### src/rtl/regfile_wb_sched_pkg.sv
// Shared definitions for the register-file write-back scheduler.
//   AW_DEFAULT / DW_DEFAULT : default register-address and data widths
//   NUM_REGS                : architectural register count (width of the pend bitmap)
//   lu_state_e              : long-unit arbitration FSM encoding
//   REG_ZERO                : hard-wired zero register, never tracked as pending
package regfile_wb_sched_pkg;

    localparam int unsigned AW_DEFAULT = 5;
    localparam int unsigned DW_DEFAULT = 32;
    localparam int unsigned NUM_REGS   = 32;

    typedef enum logic [1:0] {
        ST_IDLE  = 2'd0,
        ST_WAIT  = 2'd1,
        ST_FORCE = 2'd2
    } lu_state_e;

    localparam logic [AW_DEFAULT-1:0] REG_ZERO = '0;

endpackage

### src/rtl/regwb_scoreboard.sv
// Pending-write scoreboard for the 32-entry register file.
// Holds one bit per register that is set when an instruction writing that register issues and
// cleared when its result reaches the write port. Produces the issue stall for RAW/WAW hazards.
//   clk, rst          : clock, synchronous active-high reset
//   set_en_i/addr_i   : accepted issue with a destination register
//   clr_en_i/addr_i   : register file write this cycle
//   issue_*_i         : operands of the instruction presented by decode
//   force_bubble_i    : extra stall request from the write-port arbiter
//   issue_stall_o     : hold decode this cycle
//   pend_o            : registered scoreboard bitmap
module regwb_scoreboard
    import regfile_wb_sched_pkg::*;
#(
    parameter int unsigned AW = AW_DEFAULT
) (
    input  logic                clk,
    input  logic                rst,
    input  logic                set_en_i,
    input  logic [AW-1:0]       set_addr_i,
    input  logic                clr_en_i,
    input  logic [AW-1:0]       clr_addr_i,
    input  logic                issue_valid_i,
    input  logic                issue_wen_i,
    input  logic [AW-1:0]       issue_rs_i,
    input  logic [AW-1:0]       issue_rt_i,
    input  logic [AW-1:0]       issue_rd_i,
    input  logic                force_bubble_i,
    output logic                issue_stall_o,
    output logic [NUM_REGS-1:0] pend_o
);

    logic [NUM_REGS-1:0] pend_q, pend_d;

    // Clear first, then set, so a colliding set wins. r0 is never marked.
    always_comb begin
        pend_d = pend_q;
        if (clr_en_i) begin
            pend_d[clr_addr_i] = 1'b0;
        end
        if (set_en_i && (set_addr_i != AW'(REG_ZERO))) begin
            pend_d[set_addr_i] = 1'b1;
        end
    end

    always_ff @(posedge clk) begin
        if (rst) begin
            pend_q <= '0;
        end else begin
            pend_q <= pend_d;
        end
    end

    // Uses the registered bitmap only; a write-back in this cycle does not unblock until next.
    // pend_q[0] is always 0, so r0 operands never stall.
    always_comb begin
        issue_stall_o = issue_valid_i &&
                        (pend_q[issue_rs_i] || pend_q[issue_rt_i] ||
                         (issue_wen_i && pend_q[issue_rd_i]) || force_bubble_i);
    end

    assign pend_o = pend_q;

endmodule

### src/rtl/regfile_wb_sched.sv
// Write-back scheduler for the register file's single write port.
// The ALU write-back always wins the port; the long unit (mult/div) is served in ALU-idle
// cycles. A scoreboard tracks in-flight destinations and stalls issue on RAW/WAW hazards.
// Optional feature macro REGWB_STARVE_EN: when defined, a starvation counter forces issue
// bubbles once the long unit has been blocked long enough, so the ALU stream drains and the
// long unit gets the port. When undefined, the FSM only has IDLE/WAIT and never stalls issue.
//   clk, rst                 : clock, synchronous active-high reset
//   issue_*                  : decode/issue interface, issue_stall_o holds decode
//   alu_wb_*                 : ALU write-back, no backpressure
//   lu_wb_* / lu_wb_ready_o  : long-unit write-back, held until ready
//   rf_we_o/waddr_o/wdat_o   : register file write port (combinational)
//   pend_o                   : scoreboard bitmap
module regfile_wb_sched
    import regfile_wb_sched_pkg::*;
#(
    parameter int unsigned AW         = AW_DEFAULT,
    parameter int unsigned DW         = DW_DEFAULT,
    parameter int unsigned STARVE_LIM = 4
) (
    input  logic                clk,
    input  logic                rst,
    input  logic                issue_valid_i,
    input  logic [AW-1:0]       issue_rs_i,
    input  logic [AW-1:0]       issue_rt_i,
    input  logic [AW-1:0]       issue_rd_i,
    input  logic                issue_wen_i,
    output logic                issue_stall_o,
    input  logic                alu_wb_valid_i,
    input  logic [AW-1:0]       alu_wb_rd_i,
    input  logic [DW-1:0]       alu_wb_dat_i,
    input  logic                lu_wb_valid_i,
    input  logic [AW-1:0]       lu_wb_rd_i,
    input  logic [DW-1:0]       lu_wb_dat_i,
    output logic                lu_wb_ready_o,
    output logic                rf_we_o,
    output logic [AW-1:0]       rf_waddr_o,
    output logic [DW-1:0]       rf_wdat_o,
    output logic [NUM_REGS-1:0] pend_o
);

    logic      issue_stall;
    logic      force_bubble;
    logic      lu_blocked;
    lu_state_e state_q;

    // Write port mux: ALU has priority. Address/data follow the long unit when idle.
    always_comb begin
        rf_we_o       = alu_wb_valid_i || lu_wb_valid_i;
        rf_waddr_o    = alu_wb_valid_i ? alu_wb_rd_i  : lu_wb_rd_i;
        rf_wdat_o     = alu_wb_valid_i ? alu_wb_dat_i : lu_wb_dat_i;
        lu_wb_ready_o = lu_wb_valid_i && !alu_wb_valid_i;
    end

    assign lu_blocked = lu_wb_valid_i && alu_wb_valid_i;

`ifdef REGWB_STARVE_EN
    localparam int unsigned CntW   = $clog2(STARVE_LIM) + 1;
    localparam logic [CntW-1:0] CntMax = CntW'(STARVE_LIM - 1);

    logic [CntW-1:0] starve_cnt_q;
    logic [CntW-1:0] cnt_inc;
    logic            force_bubble_q;

    assign cnt_inc = (starve_cnt_q == CntMax) ? starve_cnt_q : starve_cnt_q + CntW'(1);

    // The cycle that moves IDLE->WAIT counts as the first blocked cycle, so FORCE is entered
    // after STARVE_LIM blocked cycles and the bubble appears on the next one.
    always_ff @(posedge clk) begin
        if (rst) begin
            state_q        <= ST_IDLE;
            starve_cnt_q   <= '0;
            force_bubble_q <= 1'b0;
        end else begin
            case (state_q)
                ST_IDLE: begin
                    starve_cnt_q   <= '0;
                    force_bubble_q <= 1'b0;
                    if (lu_blocked) begin
                        state_q <= ST_WAIT;
                    end
                end
                ST_WAIT: begin
                    if (lu_wb_ready_o) begin
                        state_q      <= ST_IDLE;
                        starve_cnt_q <= '0;
                    end else if (lu_blocked) begin
                        starve_cnt_q <= cnt_inc;
                        if (cnt_inc == CntMax) begin
                            state_q        <= ST_FORCE;
                            force_bubble_q <= 1'b1;
                        end
                    end
                end
                ST_FORCE: begin
                    if (lu_wb_ready_o) begin
                        state_q        <= ST_IDLE;
                        starve_cnt_q   <= '0;
                        force_bubble_q <= 1'b0;
                    end
                end
                default: begin
                    state_q        <= ST_IDLE;
                    starve_cnt_q   <= '0;
                    force_bubble_q <= 1'b0;
                end
            endcase
        end
    end

    assign force_bubble = force_bubble_q;
`else
    logic unused_starve_lim;

    assign unused_starve_lim = ^STARVE_LIM;

    always_ff @(posedge clk) begin
        if (rst) begin
            state_q <= ST_IDLE;
        end else begin
            case (state_q)
                ST_IDLE: if (lu_blocked) state_q <= ST_WAIT;
                ST_WAIT: if (lu_wb_ready_o) state_q <= ST_IDLE;
                default: state_q <= ST_IDLE;
            endcase
        end
    end

    assign force_bubble = 1'b0;
`endif

    regwb_scoreboard #(
        .AW (AW)
    ) u_scoreboard (
        .clk            (clk),
        .rst            (rst),
        .set_en_i       (issue_valid_i && !issue_stall && issue_wen_i),
        .set_addr_i     (issue_rd_i),
        .clr_en_i       (rf_we_o),
        .clr_addr_i     (rf_waddr_o),
        .issue_valid_i  (issue_valid_i),
        .issue_wen_i    (issue_wen_i),
        .issue_rs_i     (issue_rs_i),
        .issue_rt_i     (issue_rt_i),
        .issue_rd_i     (issue_rd_i),
        .force_bubble_i (force_bubble),
        .issue_stall_o  (issue_stall),
        .pend_o         (pend_o)
    );

    assign issue_stall_o = issue_stall;

endmodule

### config.mk
export PLATFORM = sky130hd
export DESIGN_NAME = regfile_wb_sched
export DESIGN_NICKNAME = d
export VERILOG_FILES = /design/src/rtl/regfile_wb_sched_pkg.sv /design/src/rtl/regwb_scoreboard.sv /design/src/rtl/regfile_wb_sched.sv
export SDC_FILE = /design/constraint.sdc
export NUM_CORES = 1
export LEC_CHECK = 0
export BUFFER_PORTS_ARGS = -buffer_cell sky130_fd_sc_hd__buf_2
export CAP_MARGIN = 20
export CORE_MARGIN = 5
export CORE_UTILIZATION = 50
export CTS_BUF_LIST = sky130_fd_sc_hd__clkbuf_8
export CTS_CLUSTER_SIZE = 12
export DETAILED_ROUTE_END_ITERATION = 10
export GPL_ROUTABILITY_DRIVEN = 0
export PLACE_DENSITY = 0.95
export SYNTH_ARGS = -nofsm -noshare
export SYNTH_HDL_FRONTEND = slang
export SYNTH_SLANG_ARGS = --single-unit
export TNS_END_PERCENT = 50
### constraint.sdc
create_clock -name clk -period 4.2 [get_ports clk]
set_input_delay 0 -clock clk [delete_from_list [all_inputs] [get_ports clk]]
set_output_delay 0 -clock clk [all_outputs]
set_load 0.05 [all_outputs]
# Yosys cells after proc, flatten, opt, wreduce, memory -nomap -nowiden
# Index checks and enable logic that the tools add are counted.
# word_totals
elab_cells,38
ff_bits,32
input_bits,95
# op_classes
reduce_logical,14
muxes,14
order_cmp,6
bitwise,3
# ops
cell,n
two-way mux 32 bit,3
bitwise AND 32 bit,1
inverter 32 bit,1
OR 32 bit,1
< comparator 5 x 6 -> 1 bit (second input constant),4
binary-select mux 1 bit (select 5 bit),3
demux 1 bit (select 5 bit),2
greater-or-equal comparator 5 x 1 -> 1 bit (second input constant),2
logical AND 1 bit,8
two-way mux 1 bit,5
two-way mux 5 bit,1
nonzero test 5 bit,1
logical OR 1 bit,3
logical NOT 1 bit,2

# Longest topological paths before layout
# logic_depth
ltp_word,10
depth_mapped,9

# By module
# From an unflattened synthesis, not the netlist that was laid out.
# unflattened
cells_unflattened,279
area_unflattened_um2,2656.3
# modules_own_cells
module,cells_each,seq_area_each_um2,n_inst,area_per_inst_um2
regwb_scoreboard,234,640.6,1,2147.1
regfile_wb_sched,45,0.0,1,509.2

# Worst setup path before layout
# OpenSTA, ideal clock, no wires.
# synth_path
kind,register to output
from,reg u_scoreboard.pend_q[2] (netlist: u_scoreboard.pend_o[2])
to,out issue_stall_o
t_arrival_ns,2.217
stages_incl_launch_ff,8
n_path_buf,1
required_time_ns,4.200
setup_slack_ns,1.983
cell_sequence,dfxtp_1 and2b_1 a2111oi_2 a31oi_1 a31oi_2 nand2_4 buf_6 o31a_1
# synth_between
elab_chain_cells,5
word_cells_on_any_way,10
classes_between,mux (6); reduce/logical (4)
# synth_rtl
item,line_no,text
start: declaration,regwb_scoreboard.sv:32,"logic [NUM_REGS-1:0] pend_q, pend_d;"
start signal: assignment,regwb_scoreboard.sv:49,pend_q <= pend_d;
binary-select mux 1 bit (select 5 bit) (on tied branches),"regwb_scoreboard.sv:57, regwb_scoreboard.sv:58",
two-way mux 1 bit (on tied branches),"regwb_scoreboard.sv:57, regwb_scoreboard.sv:58",
logical OR 1 bit / logical AND 1 bit (equally long branches),"regwb_scoreboard.sv:57, regwb_scoreboard.sv:58",
logical OR 1 bit *,regwb_scoreboard.sv:57,(pend_q[issue_rs_i] || pend_q[issue_rt_i] ||
logical AND 1 bit *,regwb_scoreboard.sv:56,issue_stall_o = issue_valid_i &&
end: declaration,regfile_wb_sched.sv:27,"output logic issue_stall_o,"
# Every way passes the cells marked *; elsewhere a longest branch is shown, timed or not. The select of a mux whose other input is x is not followed.

# Worst setup path in the final report
# layout_path
from,reg u_scoreboard.pend_q[0] (netlist: u_scoreboard.pend_o[0])
to,reg u_scoreboard.pend_q[1] (netlist: u_scoreboard.pend_o[1])
# layout_between
elab_chain_cells,10
word_cells_on_any_way,15
classes_between,mux (7); reduce/logical (8)
# layout_rtl
item,line_no,text
binary-select mux 1 bit (select 5 bit) (on tied branches),"regwb_scoreboard.sv:57, regwb_scoreboard.sv:58",
two-way mux 1 bit (on tied branches),"regwb_scoreboard.sv:57, regwb_scoreboard.sv:58",
logical OR 1 bit / logical AND 1 bit (equally long branches),"regwb_scoreboard.sv:57, regwb_scoreboard.sv:58",
logical OR 1 bit *,regwb_scoreboard.sv:57,
logical AND 1 bit *,regwb_scoreboard.sv:56,
logical NOT 1 bit *,regfile_wb_sched.sv:136,".set_en_i (issue_valid_i && !issue_stall && issue_wen_i),"
logical AND 1 bit * (2 in series),regfile_wb_sched.sv:136,
logical AND 1 bit *,regwb_scoreboard.sv:40,if (set_en_i && (set_addr_i != AW'(REG_ZERO))) begin
two-way mux 32 bit *,regwb_scoreboard.sv:40,
# Marked as above.
# A chain may end at the register's enable or synchronous reset.

==> flow_summary.yaml <==
drt:
  drt-vias-per-instance: 6.36
  vias: 3708
  drt-wirelength-per-cell_um: 21.5
  firstDrtPassIters: 5
  drt-total-wl_um: 12500
  drt_iter0_drc: 350
  postRouteAntennaNets: 0
  drc: 0
clock_tree:
  clk_pin_slew_ns: 0.07
  cts_resized: 0
  clock-root-buffer: "clkbuf_8"
  cts_max_level: 2
  clockBufferDepth: 2
  clk_latency_ns: 0.29
  postCtsHoldBufs: 0
  cts.sinks: 32
  postCtsSetupRepairBufs: 0
  cts_buffers: 5
  tritoncts: "built"
timing:
  slew_viol_final: 0
  tightest_slew_ns: 1.00
  setup_viol: 0
  fmax_ghz: 0.373
  post-route-period-util_pct: 63.8
  fin_tns_setup_ns: 0
  slew_headroom_pct: 31.4
  rsz0062_at_grt: "false"
  hold_slack_ns: 0.292
  period_minus_slack_ns: 2.68
  hold_violations: 0
  skew_ns: 0.0103
power_and_ir_drop:
  design_power_total_uw: 914
  p_per_area_nw_per_um2: 224
  p_leak_nw: 1.93
  peakVddDrop_mv: 0.147
yosys:
  synth_seq_cells: 32
  ys.flop_type: "dfxtp_1"
  synthCells: 360
  synthArstFlopShare_pct: 0
  synth_top_area_cell: "dfxtp_1"
  syn_nets: 455
  synthesis.area_um2: 3240
  synth_edf_count: 0
  avgSynthCellArea_um2: 9.00
  synth_area_leaders: "dfxtp_1, mux2_2, o41ai_2"
  ys_seq_area_share_pct: 19.8
  ys_types: 51
  ys_warn_count: 0
  yosysTopAreaCellShare_pct: 19.8
global_routing:
  antenna_found_initial: 0
  grt-ovfl-total: 0
  first_global_vias: 3783
  grt_max_degree: 35
  track_usage_pct: 29.0
  grt_pass1_wl_um: 19500
setup_path:
  worst-path-buf-inv: 0
  cp_top_family: "compound AO/OA/AOI/OAI gates"
  crit_slowest_cell: "nand4b_4"
  crit_arrival_ns: 2.85
  reg2reg_from: "u_scoreboard.pend_o[0]"
  cp.required_ns: 4.37
  r2r_cells: 6
  r2r-end: "u_scoreboard.pend_o[1]"
  critical_path_class: "reg -> reg"
  critPathLaunchType: "flop"
  crit_fanout: 31
  end_kind: "flop"
  crit_chain: "nor2b_1 > a2111oi_0 > nor3_1 > a21oi_1 > nand4b_4 > o41ai_1"
  reg2reg_slack_ns: 1.52
  cp_slowest_stage_delay_ns: 0.58
  path_depth: 6
hold_path:
  hold_class: "in -> reg"
  hp-start: "issue_rd_i[3]"
  hold_depth: 3
  whs_endpoint: "u_scoreboard.pend_o[27]"
floorplan:
  rows: 29
  die_area_um2: 8190
  die_y_um: 90.5
  core_area_um2: 6310
  io_pins: 167
  die_w_um: 90.5
  start_util_pct: 51.3
layout:
  layout.cells.most_common_list: "buf_2, mux2i_1, mux2_2"
  final_common_cell: "buf_2"
  final_nets: 600
  largest_reg_flops: 32
  drive_gt1_share_pct: 49.2
  fin_area_um2: 4090
  area_growth_pct: 26.1
  fin_cells: 583
  diodes: 0
flow_run:
  drv_cap: 0
place:
  dp_hpwl_um: 9740
  dp.cells: 575
  io_buffers: 166
  post_dp_cell_area_um2: 4000
run_status:
  status: "complete, no violations"
## kinds of logic after synthesis
kind of cell / after synthesis / synth area share, %
buf+inv: 35 / 6.25
compound gates: 82 / 24.2
mux: 78 / 26.3
simple gates: 133 / 23.4
flops: 32 / 19.8
## metal layers
metal / vias to the layer above / GRT usage [%] / wire length [um]
met5: - / 0 / 0
met4: 0 / 17.9 / 685
met3: 55 / 6.50 / 1490
met2: 322 / 50.2 / 6090
met1: 1677 / 31.6 / 4260
li1: 1654 / - / -
## worst reg2reg max path: stages, from the launching register on
cell and delay (ns):
dfxtp_1 0.36, nor2b_1 0.15, a2111oi_0 0.47, nor3_1 0.13, a21oi_1 0.34, nand4b_4 0.58
o41ai_1 0.54
## synth_stat cells (6+ instances only)
cell      number
nand3b_1      19
o22ai_1        7
nor2_1        17
mux2i_1       38
buf_6          6
clkbuf_1      11
mux2_2        38
nand3_1       14
o21ai_0       22
dfxtp_1       32
buf_2          8
nor2b_1       21
o41ai_2       26
nand2_1       32
## power breakdown
| group | switching [mW] | total [mW] | internal (mW) |
|---|---|---|---|
| logic | 0.257 | 0.369 | 0.111 |
| clock network | 0.109 | 0.238 | 0.129 |
| registers | 0.00220 | 0.307 | 0.305 |
## area by class of cell
type,count,area [um^2]
multi-input combinational,293,2400
fill,535,2230
timing repair buffer,167,838
sequential,32,641
tap,77,96.3
clock buffer,6,82.6
inverter,6,22.5
clock inverter,2,7.51
## worst max path at each step
stage / to / slack, ns / start
2_1_floorplan: issue_stall_o / 1.98 / u_scoreboard.pend_o[2]
3_3_place_gp: u_scoreboard.pend_o[1] / 1.67 / issue_rd_i[1]
3_5_place_dp: u_scoreboard.pend_o[1] / 1.52 / issue_rd_i[1]
4_1_cts: u_scoreboard.pend_o[1] / 1.55 / u_scoreboard.pend_o[0]
5_1_grt: u_scoreboard.pend_o[1] / 1.39 / u_scoreboard.pend_o[0]
6_report: u_scoreboard.pend_o[1] / 1.52 / u_scoreboard.pend_o[0]
## per-stage QoR
step / setup WS (ns) / util, %
floorplan: 1.98 / -
global placement: 1.67 / 63.3
detailed placement: 1.52 / 63.3
CTS: 1.55 / 64.7
global route: 1.39 / 64.7
finish: 1.52 / 64.7
Power figures use the tool's default switching activity.
